==> config.mk <==
export PLATFORM = sky130hd
export DESIGN_NAME = branch_ctrl
export DESIGN_NICKNAME = d
export VERILOG_FILES = /design/src/rtl/branch_ctrl_pkg.sv /design/src/rtl/branch_ctrl_rstack.sv /design/src/rtl/branch_ctrl.sv
export SDC_FILE = /design/constraint.sdc
export NUM_CORES = 1
export LEC_CHECK = 0
export ABC_AREA = 1
export BUFFER_PORTS_ARGS = -buffer_cell sky130_fd_sc_hd__buf_2
export CORE_AREA = 4 4 131 133
export CTS_CLUSTER_DIAMETER = 200
export CTS_CLUSTER_SIZE = 8
export DETAILED_ROUTE_END_ITERATION = 8
export DIE_AREA = 0 0 135 137
export MAX_ROUTING_LAYER = met4
export PLACE_DENSITY_LB_ADDON = 0.05
export SLEW_MARGIN = 20
export SYNTH_ARGS = -nofsm -noshare
export SYNTH_HDL_FRONTEND = slang
export SYNTH_HIERARCHICAL = 1
export SYNTH_SLANG_ARGS = --single-unit
==> constraint.sdc <==
create_clock -name clk_i -period 6 [get_ports clk_i]
set_clock_uncertainty 0.1 [all_clocks]
set_input_delay 0.6 -clock clk_i [delete_from_list [all_inputs] [get_ports clk_i]]
set_output_delay 0.6 -clock clk_i [all_outputs]
set_load 0.005 [all_outputs]
==> src/rtl/branch_ctrl_pkg.sv <==
// ---------------------------------------------------------------------------
// branch_ctrl_pkg
// Shared definitions for the branch/sequencer stage:
//   - branch operation and branch condition encodings
//   - bit positions of the compare flags inside the 16-bit status word
//   - cond_true(): evaluates a branch condition against the EQ/GT/LT flags
// ---------------------------------------------------------------------------
package branch_ctrl_pkg;

    typedef enum logic [2:0] {
        OP_SEQ   = 3'b000,
        OP_JMP   = 3'b001,
        OP_JCOND = 3'b010,
        OP_CALL  = 3'b011,
        OP_RET   = 3'b100
    } br_op_e;

    typedef enum logic [2:0] {
        CC_EQ     = 3'b000,
        CC_NE     = 3'b001,
        CC_GT     = 3'b010,
        CC_LE     = 3'b011,
        CC_LT     = 3'b100,
        CC_GE     = 3'b101,
        CC_ALWAYS = 3'b110,
        CC_NEVER  = 3'b111
    } br_cond_e;

    localparam int FLAG_EQ = 9;
    localparam int FLAG_GT = 8;
    localparam int FLAG_LT = 7;

    function automatic logic cond_true(input br_cond_e cond,
                                       input logic     eq,
                                       input logic     gt,
                                       input logic     lt);
        logic res;
        res = 1'b0;
        case (cond)
            CC_EQ:     res = eq;
            CC_NE:     res = ~eq;
            CC_GT:     res = gt;
            CC_LE:     res = eq | lt;
            CC_LT:     res = lt;
            CC_GE:     res = eq | gt;
            CC_ALWAYS: res = 1'b1;
            CC_NEVER:  res = 1'b0;
            default:   res = 1'b0;
        endcase
        return res;
    endfunction

endpackage

==> src/rtl/branch_ctrl_rstack.sv <==
// ---------------------------------------------------------------------------
// branch_ctrl_rstack
// Hardware return-address LIFO. The top entry is presented combinationally
// so a RET can use it in the same cycle it is popped. Push/pop requests that
// would overflow/underflow are simply ignored; the caller decides what an
// overflow means.
// Ports:
//   clk_i        clock, rising edge
//   rst_n_i      asynchronous active-low reset (empties the stack)
//   push_i       push push_data_i
//   pop_i        drop the top entry
//   push_data_i  value to push
//   top_data_o   current top entry (undefined when empty)
//   full_o       depth == DEPTH
//   empty_o      depth == 0
//   depth_o      number of valid entries
// ---------------------------------------------------------------------------
module branch_ctrl_rstack #(
    parameter int DEPTH = 8,
    parameter int WIDTH = 16
) (
    input  logic             clk_i,
    input  logic             rst_n_i,
    input  logic             push_i,
    input  logic             pop_i,
    input  logic [WIDTH-1:0] push_data_i,
    output logic [WIDTH-1:0] top_data_o,
    output logic             full_o,
    output logic             empty_o,
    output logic [4:0]       depth_o
);
    localparam int         PTR_W   = $clog2(DEPTH);
    localparam logic [4:0] DEPTH_W = 5'(DEPTH);

    logic [WIDTH-1:0] mem_q [DEPTH];
    logic [4:0]       depth_q, depth_d;
    logic [PTR_W-1:0] wr_idx, rd_idx;

    // depth_q doubles as the write pointer; the top entry sits one below it.
    assign wr_idx     = depth_q[PTR_W-1:0];
    assign rd_idx     = PTR_W'(depth_q - 5'd1);
    assign full_o     = (depth_q == DEPTH_W);
    assign empty_o    = (depth_q == 5'd0);
    assign depth_o    = depth_q;
    assign top_data_o = mem_q[rd_idx];

    always_comb begin
        depth_d = depth_q;
        if (push_i && !full_o) begin
            depth_d = depth_q + 5'd1;
        end else if (pop_i && !empty_o) begin
            depth_d = depth_q - 5'd1;
        end
    end

    always_ff @(posedge clk_i or negedge rst_n_i) begin
        if (!rst_n_i) begin
            depth_q <= 5'd0;
        end else begin
            depth_q <= depth_d;
        end
    end

    // Storage carries no reset: entries above depth_q are never read.
    always_ff @(posedge clk_i) begin
        if (push_i && !full_o) begin
            mem_q[wr_idx] <= push_data_i;
        end
    end

endmodule

==> src/rtl/branch_ctrl.sv <==
// ---------------------------------------------------------------------------
// branch_ctrl
// Sequencer stage after the logic/compare unit: holds the status flag
// register and owns the program counter (step, JMP, conditional jump,
// CALL/RET through a hardware return stack).
// Configuration macro: BRANCH_CTRL_FLAG_BYPASS_EN
//   defined   -> JCOND sees flag_in_i when flag_we_i is high that cycle
//   undefined -> JCOND always sees the registered flags
// Ports:
//   clk_i         clock, rising edge
//   rst_n_i       asynchronous active-low reset
//   flag_we_i     load flag_in_i into the flag register
//   flag_in_i     flags from the compare unit
//   flag_out_o    registered flags (fed back to the compare unit)
//   br_valid_i    br_op_i/br_cond_i/br_target_i valid
//   br_op_i       branch operation
//   br_cond_i     branch condition for JCOND
//   br_target_i   jump/call destination
//   stall_i       hold PC and ignore the branch request
//   pc_o          program counter
//   br_taken_o    last PC update was non-sequential (one-cycle pulse)
//   stk_depth_o   return-stack occupancy
//   stk_err_o     sticky overflow/underflow indication
// ---------------------------------------------------------------------------
module branch_ctrl
    import branch_ctrl_pkg::*;
#(
    parameter int          STACK_DEPTH = 8,
    parameter logic [15:0] PC_RESET    = 16'h0000
) (
    input  logic        clk_i,
    input  logic        rst_n_i,
    input  logic        flag_we_i,
    input  logic [15:0] flag_in_i,
    output logic [15:0] flag_out_o,
    input  logic        br_valid_i,
    input  logic [2:0]  br_op_i,
    input  logic [2:0]  br_cond_i,
    input  logic [15:0] br_target_i,
    input  logic        stall_i,
    output logic [15:0] pc_o,
    output logic        br_taken_o,
    output logic [4:0]  stk_depth_o,
    output logic        stk_err_o
);
    logic [15:0] pc_q, pc_d;
    logic [15:0] flag_q, flag_d;
    logic        taken_q, taken_d;
    logic        err_q, err_d;

    logic        push, pop;
    logic [15:0] pc_inc;
    logic [15:0] stk_top;
    logic        stk_full, stk_empty;
    logic        cond_eq, cond_gt, cond_lt, cond_hit;
    br_op_e      op;

    assign pc_inc = pc_q + 16'd1;   // wraps naturally at 16 bits
    assign op     = br_op_e'(br_op_i);

`ifdef BRANCH_CTRL_FLAG_BYPASS_EN
    // Same-cycle compare + branch: forward the incoming flags.
    assign cond_eq = flag_we_i ? flag_in_i[FLAG_EQ] : flag_q[FLAG_EQ];
    assign cond_gt = flag_we_i ? flag_in_i[FLAG_GT] : flag_q[FLAG_GT];
    assign cond_lt = flag_we_i ? flag_in_i[FLAG_LT] : flag_q[FLAG_LT];
`else
    assign cond_eq = flag_q[FLAG_EQ];
    assign cond_gt = flag_q[FLAG_GT];
    assign cond_lt = flag_q[FLAG_LT];
`endif

    assign cond_hit = cond_true(br_cond_e'(br_cond_i), cond_eq, cond_gt, cond_lt);

    always_comb begin
        pc_d    = pc_q;
        taken_d = 1'b0;
        err_d   = err_q;
        push    = 1'b0;
        pop     = 1'b0;
        flag_d  = flag_we_i ? flag_in_i : flag_q;   // stall never blocks the load

        if (!stall_i) begin
            pc_d = pc_inc;
            if (br_valid_i) begin
                case (op)
                    OP_JMP: begin
                        pc_d    = br_target_i;
                        taken_d = 1'b1;
                    end
                    OP_JCOND: begin
                        if (cond_hit) begin
                            pc_d    = br_target_i;
                            taken_d = 1'b1;
                        end
                    end
                    OP_CALL: begin
                        if (stk_full) begin
                            err_d = 1'b1;    // falls through to PC+1
                        end else begin
                            push    = 1'b1;
                            pc_d    = br_target_i;
                            taken_d = 1'b1;
                        end
                    end
                    OP_RET: begin
                        if (stk_empty) begin
                            err_d = 1'b1;
                        end else begin
                            pop     = 1'b1;
                            pc_d    = stk_top;
                            taken_d = 1'b1;
                        end
                    end
                    default: ;               // SEQ and unused encodings step
                endcase
            end
        end
    end

    always_ff @(posedge clk_i or negedge rst_n_i) begin
        if (!rst_n_i) begin
            pc_q    <= PC_RESET;
            flag_q  <= 16'h0000;
            taken_q <= 1'b0;
            err_q   <= 1'b0;
        end else begin
            pc_q    <= pc_d;
            flag_q  <= flag_d;
            taken_q <= taken_d;
            err_q   <= err_d;
        end
    end

    branch_ctrl_rstack #(
        .DEPTH (STACK_DEPTH),
        .WIDTH (16)
    ) u_rstack (
        .clk_i       (clk_i),
        .rst_n_i     (rst_n_i),
        .push_i      (push),
        .pop_i       (pop),
        .push_data_i (pc_inc),
        .top_data_o  (stk_top),
        .full_o      (stk_full),
        .empty_o     (stk_empty),
        .depth_o     (stk_depth_o)
    );

    assign pc_o       = pc_q;
    assign flag_out_o = flag_q;
    assign br_taken_o = taken_q;
    assign stk_err_o  = err_q;

endmodule

=== Yosys cells after proc, flatten, opt, wreduce, memory -nomap -nowiden ===
Memories as Yosys holds them, arrays and structs flattened.
Cells that the tools add are included.

* Bits in registers: 39
* Memory bits (writable): 128
* Memories: 1

* $add $sub $neg: 3
* Equal/unequal tests: 14
* Mux-type cells: 25
* Bitwise gates (word level): 4
* Reductions and logical operators: 9

{| class="wikitable"
|+ Memories
! name !! depth !! width !! rd ports !! clocked after memory_dff !! wr ports !! line !! source
|-
| u_rstack.mem_q || 8 || 16 || 1 || 0 || 1 || branch_ctrl_rstack.sv:35 || <nowiki>logic [WIDTH-1:0] mem_q [DEPTH];</nowiki>
|}

{| class="wikitable"
|+ Operator list
! cell !! count
|-
| $mux W16 || 4
|-
| $pmux W16 S4 || 1
|-
| $add A16 B1 Y16 const B || 1
|-
| $eq A3 B3 Y1 const B || 5
|-
| $mux W1 || 15
|-
| $eq A3 B2 Y1 const B || 4
|-
| $mux W5 || 2
|-
| $pmux W1 S8 || 1
|-
| $eq A3 B1 Y1 const B || 2
|-
| $add A5 B1 Y5 const B || 1
|-
| $eq A5 B4 Y1 const B || 1
|-
| $logic_not A5 Y1 || 1
|-
| $reduce_and A5 Y1 || 1
|-
| $sub A5 B1 Y5 const B || 1
|-
| $ne A2 B1 Y1 const B || 2
|-
| $pmux W1 S4 || 1
|-
| $reduce_bool A2 Y1 || 2
|-
| $logic_not A3 Y1 || 1
|-
| $logic_and A1 B1 Y1 || 2
|-
| $logic_not A1 Y1 || 2
|-
| $not A1 Y1 || 2
|-
| $or A1 B1 Y1 || 2
|-
| $pmux W1 S2 || 1
|}

=== Longest topological paths before layout ===
Gate-level depths: netlist of the first run.

* Depth after elaboration: 8
* Mapped depth: 17
* Depth with buffers taken out: 16

=== Cells and area by module ===
The synthesis of the first run kept the hierarchy.

{| class="wikitable"
|+ By module, submodules not included
! module !! instances !! cells an instance !! area an instance (um2) !! sequential area each (um2)
|-
| branch_ctrl_rstack || 1 || 442 || 5457.7 || 3968.8
|-
| branch_ctrl || 1 || 342 || 2413.6 || 850.8
|}

=== Worst setup path before layout of the first run ===
OpenSTA, ideal clock, no wires.

* Kind: flip-flop to flip-flop
* Start: register u_rstack.depth_q[0] (netlist: u_rstack/depth_o[0])
* End: memory u_rstack.mem_q[1][0], enable pin
* Setup time: 0.430 ns
* Data arrival time: 3.269 ns
* Data required time: 5.470 ns
* Slack: 2.201 ns
* Stages on the path, launching flop included: 11
* Period minus slack after synthesis: 3.799 ns
* Cell sequence: dfrtp_1 inv_2 buf_2 ha_1 nand2_2 nor2_2 nor2_1 inv_1 nor2_1 nand2_4 nor4_1

* Cells in the longest elaborated chain, start to end: 8
* Elaborated cells between the ends (all ways): 9
* Classes of those cells: eq/ne (1); mux (6); reduce/logical (2)

{| class="wikitable"
|+ Ends and longest elaborated chain
! element !! line !! source
|-
| start, declared || branch_ctrl_rstack.sv:36 || <nowiki>logic [4:0] depth_q, depth_d;</nowiki>
|-
| start signal, assigned || branch_ctrl_rstack.sv:60 || <nowiki>depth_q <= depth_d;</nowiki>
|-
| $eq A5 B4 Y1 || branch_ctrl_rstack.sv:42 || <nowiki>assign full_o = (depth_q == DEPTH_W);</nowiki>
|-
| net stk_full || branch_ctrl.sv:54 || <nowiki>logic stk_full, stk_empty;</nowiki>
|-
| $mux W1 || branch_ctrl.sv:97 || <nowiki>if (stk_full) begin</nowiki>
|-
| $mux W1 || branch_ctrl.sv:85 || <nowiki>case (op)</nowiki>
|-
| $mux W1 || branch_ctrl.sv:84 || <nowiki>if (br_valid_i) begin</nowiki>
|-
| $mux W1 || branch_ctrl.sv:82 || <nowiki>if (!stall_i) begin</nowiki>
|-
| net push || branch_ctrl.sv:51 || <nowiki>logic push, pop;</nowiki>
|-
| $logic_and A1 B1 Y1 || branch_ctrl_rstack.sv:66 || <nowiki>if (push_i && !full_o) begin</nowiki>
|-
| $mux W1 || branch_ctrl_rstack.sv:66 ||
|-
| $mux W1 (not written as such) || branch_ctrl_rstack.sv:67 || <nowiki>mem_q[wr_idx] <= push_data_i;</nowiki>
|-
| end, declared || branch_ctrl_rstack.sv:35 ||
|}

The timed path passes the listed nets, and every way through them passes these cells.

=== Worst setup path after layout of the first run ===
* Start: register u_rstack.depth_q[1] (netlist: u_rstack/depth_o[1])
* End: memory u_rstack.mem_q[2][7], enable pin

Same word-level chain as after synthesis.

==> flow_summary.json, run 1 <==
{
  "synth-xor-area-share_pct": 1.00,
  "htree_levels": 4,
  "die_w_um": 135,
  "nets": 910,
  "cap_violations": 0,
  "drc_errors": 0,
  "die_h_um": 137,
  "fillers": 1405,
  "endpoint_kind": "flop",
  "yosysSeqAreaShare_pct": 61.2,
  "synthAdderAreaFrac_pct": 0.477,
  "first_pass_iters": 5,
  "gp_congestion": 0.932,
  "async_flop_share_pct": 23.4,
  "wl_um": 20700,
  "synthCells": 784,
  "p_sw_share_pct": 41.1,
  "synthSimpleGateAreaFrac_pct": 20.4,
  "worstPathArrival_ps": 3440,
  "track_usage_pct": 23.6,
  "ios": 82,
  "r2r_start": "u_rstack/depth_o[1]",
  "cts_hold_buf": 0,
  "yosysWarningCount": 6,
  "total_power_mw": 4.17,
  "fin_util_pct": 56.8,
  "power_switching_mw": 1.71,
  "root_buffer": "clkbuf_16",
  "startpoint": "u_rstack/depth_o[1]",
  "syn_avg_cell_area_um2": 10.0,
  "wl_per_cell_um": 19.0,
  "rows": 46,
  "setup_viol": 0,
  "grt_pass1_wl_um": 32100,
  "intPower_mw": 2.45,
  "finalSetupTns_ps": 0,
  "place.port_buffers": 81,
  "dieArea_mm2": 0.0185,
  "grt_pass1_vias": 5937,
  "synth_top_family_by_area": "simple AND/OR/NAND/NOR gates",
  "grt_max_degree": 71,
  "clkTransAtPathRegs_ps": 60,
  "initial_core_util_pct": 49.7,
  "post_cts_buffers": 0,
  "hpwl_um": 14000,
  "synth-edff-count": 128,
  "vias": 5972,
  "hold_violations": 0,
  "ff2ff_path_depth": 12,
  "grt.overflow.total": 0,
  "drt_iter0_drc": 452,
  "timing.rr.end": "u_rstack/mem_q[2][7]",
  "cts_tree": "yes",
  "synth_compound_area_share_pct": 9.71,
  "slew-limit-headroom_pct": 39.8,
  "power_frac_seq_pct": 36.1,
  "fmax_ghz": 0.292,
  "worst-setup-path-type": "flop to flop",
  "status": "finished clean",
  "worstPathMaxFanout": 10,
  "p_clk_share_pct": 23.6,
  "hp-class": "input pin to async pin",
  "cts_sinks": 167,
  "max-vdd-ir-drop_mv": 0.247,
  "holdWs_ps": 203,
  "clock_latency_ps": 420,
  "fin_crit_ps": 3420,
  "layout_commonest_cell": "nand2_1",
  "fp.coreArea_mm2": 0.0158,
  "viasPerCell": 5.48,
  "syn_nets": 830,
  "diodes": 0,
  "power_density_mw_per_mm2": 464,
  "post-route-period-util_pct": 57.0,
  "finalMaxSlewViolations": 0,
  "reg2reg_slack_ps": 2580,
  "cts_resized": 0,
  "tightest_slew_ps": 901,
  "clk_path_buf_depth": 2,
  "synthMuxAreaShare_pct": 2.00,
  "drive_above_1_share_pct": 19.9,
  "cts-buffers-inserted": 17,
  "antenna_found_initial": 0,
  "leakage_nw": 3.66,
  "postRouteAntennaNets": 0,
  "cp-start-kind": "flop",
  "area_growth_pct": 14.1,
  "ys.flop_type": "edfxtp_1",
  "ys_ff_latch": 167,
  "cp_data_required_time_ps": 6020,
  "layout_common_cells": "nand2_1 (203), edfxtp_1 (128), nor2_1 (85)",
  "rsz0062_at_grt": "no",
  "synth_area_mm2": 0.00787,
  "synth_cell_type_count": 45,
  "pwr-share-comb_pct": 40.3
}
per-layer routing:
| metal | part of all wire (%) | GRT usage [%] | vias to the layer above |
|---|---|---|---|
| met1 | 46 | 33.1 | 2901 |
| met3 | 5.6 | 3.46 | 28 |
| met4 | 1.5 | 6.61 | 0 |
| met2 | 47 | 36.3 | 204 |
| li1 | - | - | 2839 |
| met5 | 0 | - | - |
sequential cells by signal, indices dropped and copies added (netlist names):
signal            flops
flag_out_o           16
pc_o                 16
u_rstack/depth_o      5
stk_err_o             1
br_taken_o            1
u_rstack/mem_q      128
layout make-up:
type / instances / area (um^2) / area share (%)
Multi-Input combinational cell: 527 / 2660 / 29.6
Tap cell: 216 / 270 / 3.01
Clock buffer: 20 / 437 / 4.86
Sequential cell: 167 / 4820 / 53.7
Timing Repair Buffer: 92 / 488 / 5.43
Inverter: 59 / 228 / 2.53
Clock inverter: 9 / 81.3 / 0.905
Yosys cell counts, types with 2 or more instances:
| cell type | n | area share, % |
|---|---|---|
| o21bai_1 | 2 | 0.19 |
| clkbuf_1 | 4 | 0.19 |
| o211ai_1 | 2 | 0.19 |
| nor3_1 | 4 | 0.25 |
| nor2_4 | 3 | 0.43 |
| o22ai_1 | 32 | 2.5 |
| ha_1 | 3 | 0.48 |
| nand3b_1 | 2 | 0.19 |
| o21ai_0 | 58 | 3.7 |
| buf_6 | 3 | 0.43 |
| a22oi_1 | 8 | 0.76 |
| inv_2 | 8 | 0.38 |
| nand3_1 | 36 | 2.3 |
| nand4_1 | 11 | 0.87 |
| inv_4 | 2 | 0.16 |
| buf_4 | 5 | 0.48 |
| mux2_2 | 14 | 2.0 |
| nor3_2 | 3 | 0.38 |
| inv_1 | 48 | 2.3 |
| a21oi_1 | 6 | 0.38 |
| nand3_2 | 2 | 0.25 |
| a22o_1 | 2 | 0.22 |
| nand2_4 | 4 | 0.57 |
| clkbuf_2 | 2 | 0.13 |
| nor2_2 | 6 | 0.48 |
| xor2_1 | 8 | 0.89 |
| o21ai_1 | 18 | 1.1 |
| dfrtp_1 | 39 | 12 |
| nor2_1 | 85 | 4.1 |
| buf_2 | 16 | 1.0 |
| edfxtp_1 | 128 | 49 |
| nand2_2 | 5 | 0.40 |
| nand2_1 | 203 | 9.7 |
logic make-up after synthesis:
family | after synthesis
buffers and inverters | 90
and+or+nand+nor | 369
adders and majority gates | 3
DFF | 167
xor gates and xnor gates | 9
AOI/OAI and AO/OA | 132
muxes | 14
critical path: stages, from the launching register on:
cell	delay, ps
dfrtp_1	500
inv_1	130
ha_1	280
nand2_2	140
nor2_2	80
nor2_1	260
inv_1	100
nor2_1	230
inv_1	130
nor2_4	170
nand2_1	120
nor2_1	520
buf_4	330
power groups by stage:
stage	Sequential [mW]	Clock, mW	Combinational, mW
detailed placement	1.53	0	1.66
floorplan	1.50	0	1.16
global route	1.52	1.05	1.86
global placement	1.52	0	1.63
CTS	1.51	1.00	1.67
finish	1.51	0.984	1.68
metrics by stage:
step / instance area (um^2) / instances / setup slack [ps]
CTS: 8980 / 1090 / 2620
floorplan: 7870 / 784 / 2200
finish: 8980 / 1090 / 2580
global placement: 8470 / 1061 / 2750
detailed placement: 8470 / 1061 / 2640
global route: 8980 / 1090 / 2400
worst max-delay path by stage:
stage	end	slack (ps)	cells after the start
2_1_floorplan	u_rstack/mem_q[1][0]	2200	10
3_3_place_gp	u_rstack/mem_q[2][12]	2750	12
3_5_place_dp	u_rstack/mem_q[2][10]	2640	9
4_1_cts	u_rstack/mem_q[2][8]	2620	12
5_1_grt	u_rstack/mem_q[2][2]	2400	12
6_report	u_rstack/mem_q[2][7]	2580	12
No activity file was read; power rests on OpenSTA's default activity.
==> inputs of run 2 (changes only) <==
==> constraint.sdc (replaced) <==
create_clock -name clk_i -period 3.25 [get_ports clk_i]
set_clock_uncertainty 0.1 [all_clocks]
set_input_delay 0.325 -clock clk_i [delete_from_list [all_inputs] [get_ports clk_i]]
set_output_delay 0.325 -clock clk_i [all_outputs]
set_load 0.005 [all_outputs]
==> run 2 against run 1 <==
Against the previous run:
- cell area is 1.0% higher
- sequential share of layout area down 0.54 points
- global-route usage rose by 0.99 points
- register-to-register slack lost 2000 ps
- largest power group unchanged
- hold slack lost 180 ps
- highest routed layer unchanged
- wire length grew 2.9%
- fmax rose by 28%
- setup slack worse by 2000 ps
- flip-flop and latch count is the same
- combinational power grew 93%
==> flow_summary.json, run 2 (same netlist as run 1, synthesis figures left out) <==
{
  "status": "finished clean",
  "fin_crit_ps": 2670,
  "layout_common_cells": "nand2_1 (203), edfxtp_1 (128), nor2_1 (85)",
  "ios": 82,
  "fin_util_pct": 57.3,
  "hold_violations": 0,
  "cts_resized": 0,
  "hpwl_um": 14800,
  "fmax_ghz": 0.374,
  "clkTransAtPathRegs_ps": 60,
  "power_density_mw_per_mm2": 856,
  "leakage_nw": 3.71,
  "grt_pass1_wl_um": 33000,
  "dieArea_mm2": 0.0185,
  "nets": 921,
  "cts_hold_buf": 1,
  "finalSetupTns_ps": 0,
  "clock_latency_ps": 420,
  "cp_cell_sequence": "inv_1, ha_1, nand2_2, nor2_2, nor2_1, inv_1, nor2_1, inv_1, nor2_4, nand2_1, nor3_2, buf_4",
  "regMostFlops": "u_rstack/mem_q",
  "crit_slowest_cell": "dfrtp_1",
  "track_usage_pct": 24.6,
  "max-vdd-ir-drop_mv": 0.594,
  "antenna_found_initial": 0,
  "grt.overflow.total": 0,
  "cts_sinks": 167,
  "whs_path_depth": 3,
  "finalMaxSlewViolations": 0,
  "grt_max_degree": 71,
  "clk_path_buf_depth": 2,
  "tightest_slew_ps": 927,
  "worstPathMaxFanout": 16,
  "p_clk_share_pct": 22.8,
  "intPower_mw": 4.51,
  "worstPathArrival_ps": 2680,
  "crit_top_cell": "inv_1",
  "cts_tree": "yes",
  "gp_congestion": 0.953,
  "power_frac_seq_pct": 35.3,
  "post_cts_buffers": 0,
  "die_h_um": 137,
  "drc_errors": 0,
  "post-route-period-util_pct": 82.2,
  "viasPerCell": 5.48,
  "power_switching_mw": 3.26,
  "layout_commonest_cell": "nand2_1",
  "slew-limit-headroom_pct": 38.2,
  "place.port_buffers": 81,
  "area_growth_pct": 15.3,
  "cpPeakStageDelay_ps": 340,
  "p_sw_share_pct": 41.9,
  "postRouteAntennaNets": 0,
  "initial_core_util_pct": 49.7,
  "setup_viol": 0,
  "holdWs_ps": 24.7,
  "diodes": 0,
  "endpoint_kind": "flop",
  "wl_um": 21300,
  "cts-buffers-inserted": 17,
  "wl_per_cell_um": 19.3,
  "cp-start-kind": "flop",
  "pwr-share-comb_pct": 41.8,
  "cap_violations": 0,
  "grt_pass1_vias": 5927,
  "rsz0062_at_grt": "no",
  "first_pass_iters": 5,
  "hp-class": "input pin to flop",
  "cp_data_required_time_ps": 3260,
  "htree_levels": 4,
  "die_w_um": 135,
  "worst-setup-path-type": "flop to flop",
  "largest_reg_flops": 128,
  "root_buffer": "clkbuf_16",
  "fp.coreArea_mm2": 0.0158,
  "rows": 46,
  "ff2ff_path_depth": 12,
  "total_power_mw": 7.77,
  "drive_above_1_share_pct": 20.9,
  "vias": 6045,
  "drt_iter0_drc": 417
}
## run 2: metrics by stage
step                instance area [um^2]  worst slack [ps]  std cells
finish                              9080               578       1104
global route                        9080               379       1104
CTS                                 9080               573       1104
detailed placement                  8550               565       1071
global placement                    8550               691       1071
floorplan                           7880              -100        784
## run 2: path summary, 6_finish.rpt
path | from | endpoint | slack, ps
min in group asynchronous | rst_n_i | flag_out_o[1] | 470
max | u_rstack/depth_o[1] | u_rstack/mem_q[6][14] | 580
max in group asynchronous | rst_n_i | u_rstack/depth_o[0] | 1940
min | flag_in_i[8] | flag_out_o[8] | 20
min reg2reg | stk_err_o | stk_err_o | 380
max reg2reg | u_rstack/depth_o[1] | u_rstack/mem_q[6][14] | 580
## run 2: power groups by stage
stage               sequential (mW)  clock [mW]  combinational (mW)
finish                         2.75        1.77                3.25
global route                   2.76        1.92                3.58
CTS                            2.74        1.81                3.24
detailed placement             2.78           0                3.23
global placement               2.78           0                3.19
floorplan                      2.76           0                2.14
## run 2: layout make-up
cell class	count	area [um^2]
timing repair buffer	103	573
inverter	59	228
clock inverter	11	75.1
clock buffer	21	440
sequential	167	4820
fill	1366	6750
tap	216	270
multi-input combinational	527	2670
## run 2: layer usage
layer | share of wire [%] | vias up | track usage (%)
met5 | 0 | - | -
met4 | 1.9 | 0 | 7.56
met3 | 5.6 | 27 | 4.12
met2 | 49 | 198 | 39.3
met1 | 44 | 2944 | 32.6
li1 | - | 2876 | -
## run 2: worst max-delay path, delay by kind of cell, from the launching register on
kind	cells	cell delay, ps
flops	1	340
buf+inv	4	570
simple gates	7	1060
fa+ha+maj	1	290
==> inputs of run 3 (changes only) <==
==> constraint.sdc (replaced) <==
create_clock -name clk_i -period 2.5 [get_ports clk_i]
set_clock_uncertainty 0.1 [all_clocks]
set_input_delay 0.25 -clock clk_i [delete_from_list [all_inputs] [get_ports clk_i]]
set_output_delay 0.25 -clock clk_i [all_outputs]
set_load 0.005 [all_outputs]
==> run 3 against run 2 <==
Against the previous run:
- clock-buffer cell count unchanged
- clock power grew 37%
- fmax increased by 14%
- power increased by 33%
- register-to-register slack got worse by 430 ps
- utilization is 2.0 points higher
- cell count rose by 1.7%
- critical path depth down 1
- flip-flop and latch count is the same
- first-iteration DRC count shrank 11%
- non-clock buffer count increased by 19
==> flow_summary.json, run 3 (same netlist as run 1, synthesis figures left out) <==
{
  "worstPathMaxFanout": 25,
  "drt_iter0_drc": 370,
  "clk_path_buf_depth": 2,
  "crit_top_cell": "nand2_1",
  "critPathBufInv": 2,
  "placed_area_mm2": 0.00868,
  "startpoint": "u_rstack/depth_o[1]",
  "place.port_buffers": 81,
  "die_w_um": 135,
  "drive_above_1_share_pct": 22.1,
  "area_growth_pct": 19.4,
  "slew-limit-headroom_pct": 37.7,
  "dieArea_mm2": 0.0185,
  "viasPerCell": 5.40,
  "dp.cells": 1074,
  "final_cells": 1123,
  "cp_cell_sequence": "inv_1, ha_4, buf_4, o21ai_0, o22ai_1, nand2_1, nand2_1, a22oi_1, nand3_1, nand2_1, a22oi_1",
  "rsz0062_at_grt": "no",
  "fmax_ghz": 0.426,
  "track_usage_pct": 24.4,
  "grt.overflow.total": 0,
  "root_buffer": "clkbuf_16",
  "wl_um": 20900,
  "vias": 6065,
  "finalMaxSlewViolations": 0,
  "fin_util_pct": 59.4,
  "post-route-period-util_pct": 94.0,
  "power_density_mw_per_mm2": 1100,
  "grt_pass1_wl_um": 33300,
  "fp.coreArea_mm2": 0.0158,
  "layout_commonest_cell": "nand2_1",
  "highest_layer": "met4",
  "hp-class": "input pin to flop",
  "diodes": 0,
  "grt_pass1_vias": 5986,
  "r2r_start": "u_rstack/depth_o[1]",
  "rows": 46,
  "worstPathArrival_ps": 2570,
  "htree_levels": 4,
  "hp-start": "br_target_i[2]",
  "leakage_nw": 3.83,
  "cts-buffers-inserted": 17,
  "drc_errors": 0,
  "postRouteAntennaNets": 0,
  "tightest_slew_ps": 934,
  "gp_congestion": 0.901,
  "cts_sinks": 167,
  "reg2reg_slack_ps": 150,
  "nets": 940,
  "clock_latency_ps": 420,
  "regMostFlops": "u_rstack/mem_q",
  "layout_common_cells": "nand2_1 (202), edfxtp_1 (128), buf_2 (81)",
  "antenna_found_initial": 0,
  "worst-setup-path-type": "flop to flop",
  "grt_max_degree": 71,
  "fin_crit_ps": 2350,
  "initial_core_util_pct": 49.7,
  "cts_tree": "yes",
  "wl_met1_um": 9560,
  "die_h_um": 137,
  "hpwl_um": 14100,
  "hold_violations": 0,
  "cp_data_required_time_ps": 2720,
  "cp-start-kind": "flop",
  "largest_reg_flops": 128,
  "endpoint_kind": "flop",
  "status": "finished clean",
  "clkTransAtPathRegs_ps": 70,
  "max-vdd-ir-drop_mv": 0.598,
  "final_cell_area_mm2": 0.00940,
  "cpPeakStageDelay_ps": 360,
  "cap_violations": 0,
  "dr_wl_met2_um": 10000,
  "cp_top_family": "compound AO/OA/AOI/OAI gates",
  "crit_slowest_cell": "ha_4",
  "wl_per_cell_um": 18.6,
  "ios": 82,
  "dr_wl_met3_um": 1060,
  "setup_viol": 0,
  "first_pass_iters": 4
}
==> run 3: changes by cell type in the layout (fill, tap and decap cells not counted), moves of 2 or more <==
cell	change
inv_2	+2
nand2_4	+2
nor2_4	+5
inv_1	-2
dlygate4sd3_1	+16
buf_12	+3
nor2_1	-6
==> run 3: repair_timing <==
action | CTS | global route
hold buffers | 17 | 0
buffers inserted | 0 | 0
setup endpoints to repair | 0 | 1
resized for setup | 0 | 1
hold endpoints to repair | 55 | 0
==> run 3: final timing paths <==
kind,to,cells past startpoint
setup / recovery,pc_o[0],11
hold / removal,pc_o[2],3
setup reg to reg,pc_o[0],11
hold reg to reg,stk_err_o,1
max in group asynchronous,u_rstack/depth_o[1],2
min in group asynchronous,flag_out_o[4],2
==> run 3: layout make-up <==
type,instances,area (um^2)
Inverter,59,228
Timing Repair Buffer,122,797
Fill cell,1412,6430
Sequential cell,167,4820
Tap cell,216,270
Multi-Input combinational cell,527,2740
Clock inverter,11,100
Clock buffer,21,440
==> run 3: routing by layer <==
layer  vias up  track usage (%)
met4         0             6.83
met2       203             38.4
met5         -                -
met3        22             4.60
met1      2922             32.8
li1       2918                -
==> run 3: per-stage QoR <==
| stage | total power, mW | setup TNS (ps) | setup slack, ps | hold slack [ps] |
|---|---|---|---|---|
| floorplan | 6.49 | -3600 | -84.4 | -146 |
| global placement | 7.82 | 0 | 242 | 324 |
| detailed placement | 7.89 | 0 | 163 | 339 |
| CTS | 10.4 | 0 | 149 | 21.7 |
| global route | 11.0 | 0 | 26.5 | 45.8 |
| finish | 10.3 | 0 | 151 | 31.4 |
==> run 3: worst min-delay path: stages <==
cell and delay, ps:
buf_2 70, a22oi_1 60, o21bai_1 130
==> run 3: where the power goes <==
group | internal (mW) | switching, mW
combinational | 1.39 | 2.96
clock | 1.37 | 1.06
sequential | 3.37 | 0.177
total | 6.13 | 4.20
